`config.mk`:
```
export PLATFORM = sky130hd
export DESIGN_NAME = pcie_tx_arbiter
export DESIGN_NICKNAME = d
export VERILOG_FILES = /design/src/rtl/pcie_tx_arbiter.sv
export SDC_FILE = /design/constraint.sdc
export NUM_CORES = 1
export LEC_CHECK = 0
export ABC_AREA = 1
export CAP_MARGIN = 20
export CELL_PAD_IN_SITES_DETAIL_PLACEMENT = 0
export CELL_PAD_IN_SITES_GLOBAL_PLACEMENT = 2
export CORE_MARGIN = 5
export CORE_UTILIZATION = 18
export CTS_BUF_LIST = sky130_fd_sc_hd__clkbuf_4 sky130_fd_sc_hd__clkbuf_8
export DETAILED_ROUTE_END_ITERATION = 10
export PLACE_DENSITY_LB_ADDON = 0.1
export SYNTH_ARGS = -nofsm -noshare
export SYNTH_HDL_FRONTEND = slang
export SYNTH_SLANG_ARGS = --single-unit
```
`constraint.sdc`:
```
create_clock -name user_clk -period 2.5 [get_ports user_clk]
set_input_delay 0.5 -clock user_clk [delete_from_list [all_inputs] [get_ports user_clk]]
set_output_delay 0.5 -clock user_clk [all_outputs]
set_load 0.02 [all_outputs]
```
`src/rtl/pcie_tx_arbiter.sv`:
```
// pcie_tx_arbiter: round-robin arbiter granting one of two requester AXI streams onto the PCIe TX stream, packet-atomic
module pcie_tx_arbiter #(
    parameter int C_DATA_WIDTH = 64,
    parameter int KEEP_WIDTH   = C_DATA_WIDTH / 8
) (
    input  logic                    user_clk,
    input  logic                    user_reset_n,
    input  logic                    user_lnk_up,
    input  logic                    req0,
    input  logic                    req1,
    output logic                    ack0,
    output logic                    ack1,
    input  logic [C_DATA_WIDTH-1:0] s0_tdata,
    input  logic [KEEP_WIDTH-1:0]   s0_tkeep,
    input  logic [3:0]              s0_tuser,
    input  logic                    s0_tlast,
    input  logic                    s0_tvalid,
    output logic                    s0_tready,
    input  logic [C_DATA_WIDTH-1:0] s1_tdata,
    input  logic [KEEP_WIDTH-1:0]   s1_tkeep,
    input  logic [3:0]              s1_tuser,
    input  logic                    s1_tlast,
    input  logic                    s1_tvalid,
    output logic                    s1_tready,
    output logic [C_DATA_WIDTH-1:0] s_axis_tx_tdata,
    output logic [KEEP_WIDTH-1:0]   s_axis_tx_tkeep,
    output logic [3:0]              s_axis_tx_tuser,
    output logic                    s_axis_tx_tlast,
    output logic                    s_axis_tx_tvalid,
    input  logic                    s_axis_tx_tready,
    output logic [31:0]             pkt_cnt0,
    output logic [31:0]             pkt_cnt1
);
    typedef enum logic [1:0] {IDLE, GNT0, GNT1} state_t;

    state_t      state_q, state_d;
    logic        lw_q, lw_d;
    logic        in_pkt_q, in_pkt_d;
    logic [31:0] pkt_cnt0_q, pkt_cnt0_d;
    logic [31:0] pkt_cnt1_q, pkt_cnt1_d;
    logic        beat;
    logic        last;

    assign ack0     = state_q == GNT0;
    assign ack1     = state_q == GNT1;
    assign pkt_cnt0 = pkt_cnt0_q;
    assign pkt_cnt1 = pkt_cnt1_q;
    assign beat     = s_axis_tx_tvalid & s_axis_tx_tready;
    assign last     = beat & s_axis_tx_tlast;

    // Route the granted requester onto the TX stream; everything is quiet while idle
    always_comb begin
        s_axis_tx_tdata  = '0;
        s_axis_tx_tkeep  = '0;
        s_axis_tx_tuser  = '0;
        s_axis_tx_tlast  = 1'b0;
        s_axis_tx_tvalid = 1'b0;
        s0_tready        = 1'b0;
        s1_tready        = 1'b0;
        if (state_q == GNT0) begin
            s_axis_tx_tdata  = s0_tdata;
            s_axis_tx_tkeep  = s0_tkeep;
            s_axis_tx_tuser  = s0_tuser;
            s_axis_tx_tlast  = s0_tlast;
            s_axis_tx_tvalid = s0_tvalid;
            s0_tready        = s_axis_tx_tready;
        end else if (state_q == GNT1) begin
            s_axis_tx_tdata  = s1_tdata;
            s_axis_tx_tkeep  = s1_tkeep;
            s_axis_tx_tuser  = s1_tuser;
            s_axis_tx_tlast  = s1_tlast;
            s_axis_tx_tvalid = s1_tvalid;
            s1_tready        = s_axis_tx_tready;
        end
    end

    // Arbitration, packet tracking and completion counting
    always_comb begin
        state_d    = state_q;
        lw_d       = lw_q;
        in_pkt_d   = beat ? !s_axis_tx_tlast : in_pkt_q;
        pkt_cnt0_d = pkt_cnt0_q;
        pkt_cnt1_d = pkt_cnt1_q;
        case (state_q)
            IDLE: begin
                if (user_lnk_up) begin
                    if (req0 && req1) state_d = lw_q ? GNT0 : GNT1;
                    else if (req0)    state_d = GNT0;
                    else if (req1)    state_d = GNT1;
                end
            end
            GNT0: begin
                if (last) begin
                    state_d    = IDLE;
                    lw_d       = 1'b0;
                    pkt_cnt0_d = pkt_cnt0_q + 32'd1;
                end else if (!req0 && !in_pkt_q && !beat) begin
                    state_d = IDLE;
                end
            end
            GNT1: begin
                if (last) begin
                    state_d    = IDLE;
                    lw_d       = 1'b1;
                    pkt_cnt1_d = pkt_cnt1_q + 32'd1;
                end else if (!req1 && !in_pkt_q && !beat) begin
                    state_d = IDLE;
                end
            end
            default: state_d = IDLE;
        endcase
    end

    // State registers; last-winner resets to 1 so requester 0 takes the first tie
    always_ff @(posedge user_clk or negedge user_reset_n) begin
        if (!user_reset_n) begin
            state_q    <= IDLE;
            lw_q       <= 1'b1;
            in_pkt_q   <= 1'b0;
            pkt_cnt0_q <= '0;
            pkt_cnt1_q <= '0;
        end else begin
            state_q    <= state_d;
            lw_q       <= lw_d;
            in_pkt_q   <= in_pkt_d;
            pkt_cnt0_q <= pkt_cnt0_d;
            pkt_cnt1_q <= pkt_cnt1_d;
        end
    end
endmodule

```
==> results.sh <==
export IMPL_status="complete, no violations"
export IMPL_pre_cts_ws_ns=0.111
export IMPL_vdd_ir_drop_max_uv=348
export IMPL_gp_congestion=0.812
export IMPL_yosysWarnings=0
export IMPL_grt_pass1_vias=6751
export IMPL_rsz0062_at_grt="no"
export IMPL_cp_top_family="buffers and inverters"
export IMPL_cts_sinks=68
export IMPL_crit_fanout=37
export IMPL_boundaryPins=308
export IMPL_hold_violations=0
export IMPL_syn_num_nets=1029
export IMPL_fin_crit_ns=2.42
export IMPL_syn_instance_count=862
export IMPL_ctsLongestPathBuffers=2
export IMPL_drt_iter0_drc=280
export IMPL_tns_ns=0
export IMPL_slew_headroom=0.711
export IMPL_drt_wl_total_um=26200
export IMPL_power_leakage_uw=0.00427
export IMPL_htreeDepth=3
export IMPL_grt_max_degree=38
export IMPL_io_buffers=307
export IMPL_dr_total_vias=6443
export IMPL_dpl_cell_count=1541
export IMPL_finalClockSkew_ns=0.0129
export IMPL_std_cell_rows=62
export IMPL_cp_arrival_ns=1.92
export IMPL_grt_overflow_total=0
export IMPL_area_growth_pct=74.3
export IMPL_crit_chain="inv_1 -> ha_4 -> buf_12 -> nand3_1 -> nand2_1 -> clkdlybuf4s15_1"
export IMPL_drive_above_1_share=0.0639
export IMPL_p_per_area_nw_per_um2=751
export IMPL_crit_start="state_q[0]"
export IMPL_stdcell_count=1560
export IMPL_yosysSeqAreaShare=0.326
export IMPL_path_buf_inv=3
export IMPL_min_path_type="primary input to asynchronous set/reset pin"
export IMPL_r2r_cells=12
export IMPL_dieArea_um2=32500
export IMPL_initial_utilization=0.182
export IMPL_clkTransAtPathRegs_ns=0.09
export IMPL_grt_pass1_wl_um=40400
export IMPL_grtUsageTotal=0.158
export IMPL_cts_buffers=9
export IMPL_final_max_slew_viol_count=0
export IMPL_dpl_hpwl_um=21600
export IMPL_ys_ff_latch=68
export IMPL_fmaxAchievable_mhz=413
export IMPL_synth_cell_types=26
export IMPL_endpoint_kind="primary output"
export IMPL_syn_area_um2=5220
export IMPL_chipHeight_um=180
export IMPL_worst_slew_pin_slew_ns=0.430
export IMPL_finalSetupViolations=0
export IMPL_cts_tree="built"
export IMPL_die_x_um=180
export IMPL_postRouteAntennaNets=0
export IMPL_syn_avg_cell_area_um2=6.05
export IMPL_antenna_found_initial=8
export IMPL_layout_common_cells="nand2_1, clkdlybuf4s50_1, nand3_1, nor2_1, dfrtp_1"
export IMPL_core_um2=28600
export IMPL_drt_first_pass_iters=4
export IMPL_final_util=0.318
export IMPL_cp_num_cells=6
export IMPL_drc=0
export IMPL_root_buffer="clkbuf_8"
export IMPL_start_kind="flip-flop"
export IMPL_maxCapViolations=0
export IMPL_setup_ws_ns=0.0765
export IMPL_clock_latency_ns=0.37
export IMPL_cpPeakStageDelay_ns=0.43
export IMPL_routed_via_density=4.13
export IMPL_rr_startpoint="state_q[0]"
export IMPL_wl_per_cell_um=16.8
export IMPL_holdWs_ns=0.0647
export IMPL_crit_slowest_cell="dfrtp_1"
export IMPL_finalCritPeriodShare=0.969
export IMPL_fin_nets=1336
export IMPL_required_ns=2.00
export IMPL_worstSetupPathType="flip-flop to primary output"
export IMPL_mostFrequentLayoutCell="nand2_1"
==> flip-flops by register name, summed over array words and instances, names as in the netlist <==
register  flops
in_pkt_q      1
lw_q          1
pkt_cnt0     32
pkt_cnt1     32
state_q       2
==> cell usage after synthesis <==
| cell | number | area, um^2 |
|---|---|---|
| xnor2_1 | 14 | 123 |
| dfrtp_1 | 67 | 1680 |
| ha_1 | 5 | 62.6 |
| inv_2 | 2 | 7.51 |
| nand3b_1 | 19 | 143 |
| clkbuf_1 | 17 | 63.8 |
| nor2_4 | 2 | 22.5 |
| nand3_1 | 100 | 500 |
| a21oi_1 | 1 | 5.00 |
| buf_1 | 7 | 26.3 |
| nand4_1 | 7 | 43.8 |
| nor2_1 | 99 | 372 |
| o21ai_0 | 15 | 75.1 |
| nor3_1 | 2 | 10.0 |
| nand3_2 | 2 | 20.0 |
| and3_1 | 1 | 6.26 |
| o21ai_1 | 1 | 5.00 |
| nand2_1 | 425 | 1600 |
| dfstp_2 | 1 | 26.3 |
| buf_4 | 5 | 37.5 |
| xor2_1 | 21 | 184 |
| buf_2 | 5 | 25.0 |
| nor4_1 | 1 | 6.26 |
| nand2_2 | 1 | 6.26 |
| nor2_2 | 7 | 43.8 |
| inv_1 | 35 | 131 |
==> final cells by class <==
class / count / area (um^2)
Timing Repair Buffer: 330 / 3250
Antenna cell: 2 / 5.00
Tap cell: 384 / 480
Sequential cell: 68 / 1700
Multi-Input combinational cell: 723 / 3250
Clock buffer: 12 / 153
Clock inverter: 4 / 120
Fill cell: 3206 / 19500
Inverter: 37 / 139
==> metal layers <==
layer  vias to the layer above  wire length, um  track usage
met3                        52             2290       0.0652
met5                         -               80            0
li1                       3325                -            -
met4                        14              806       0.0551
met2                       201            12500        0.272
met1                      2851            10600        0.176
==> through the flow <==
| stage | total power (uW) | instance area, um^2 |
|---|---|---|
| final | 6830 | 9090 |
| after global routing | 7300 | 9090 |
| after CTS | 6990 | 9130 |
| after detailed placement | 6090 | 8950 |
| after global placement | 6150 | 8950 |
| after floorplan | 3540 | 5220 |
==> timing repair <==
action | CTS | global route
setup endpoints to repair | 80 | 55
gates resized for setup | 85 | 36
buffers inserted | 0 | 1
hold buffers | 0 | 0
pin swaps | 0 | 0
==> cells by family (layout without fill, tap and decap cells) <==
logic type | Yosys count | after routing | share of synthesized area
DFF | 68 | 68 | 0.326
adders and majority gates | 5 | 5 | 0.0120
xor gates and xnor gates | 35 | 35 | 0.0588
AOI/OAI and AO/OA | 17 | 17 | 0.0163
buffers and inverters | 71 | 383 | 0.0559
and+or+nand+nor | 666 | 666 | 0.531
other | 0 | 2 | 0
==> report_power, final <==
group          internal, uW  switching [uW]  leakage [uW]
combinational          1630            2560       0.00322
clock                   815             475      0.000138
sequential             1210             132      0.000906
==> final timing paths <==
| kind | end | slack, ns |
|---|---|---|
| setup / recovery | s_axis_tx_tdata[42] | 0.08 |
| hold / removal | pkt_cnt1[30] | 0.06 |
| setup reg to reg | pkt_cnt0[7] | 0.37 |
| hold reg to reg | lw_q | 0.50 |
| max in group asynchronous | pkt_cnt0[21] | 1.89 |
| min in group user_clk | lw_q | 0.50 |
==> worst register-to-register path, cell delays in order, from the launching register on <==
cell,delay [ns]
dfrtp_1,0.43
inv_1,0.14
ha_4,0.20
buf_12,0.18
nand2_1,0.07
nand2_1,0.05
o21ai_1,0.07
nor2_2,0.16
nand2_2,0.13
buf_4,0.17
buf_4,0.18
nor2_1,0.13
xor2_1,0.15
Power figures use the tool's default switching activity.
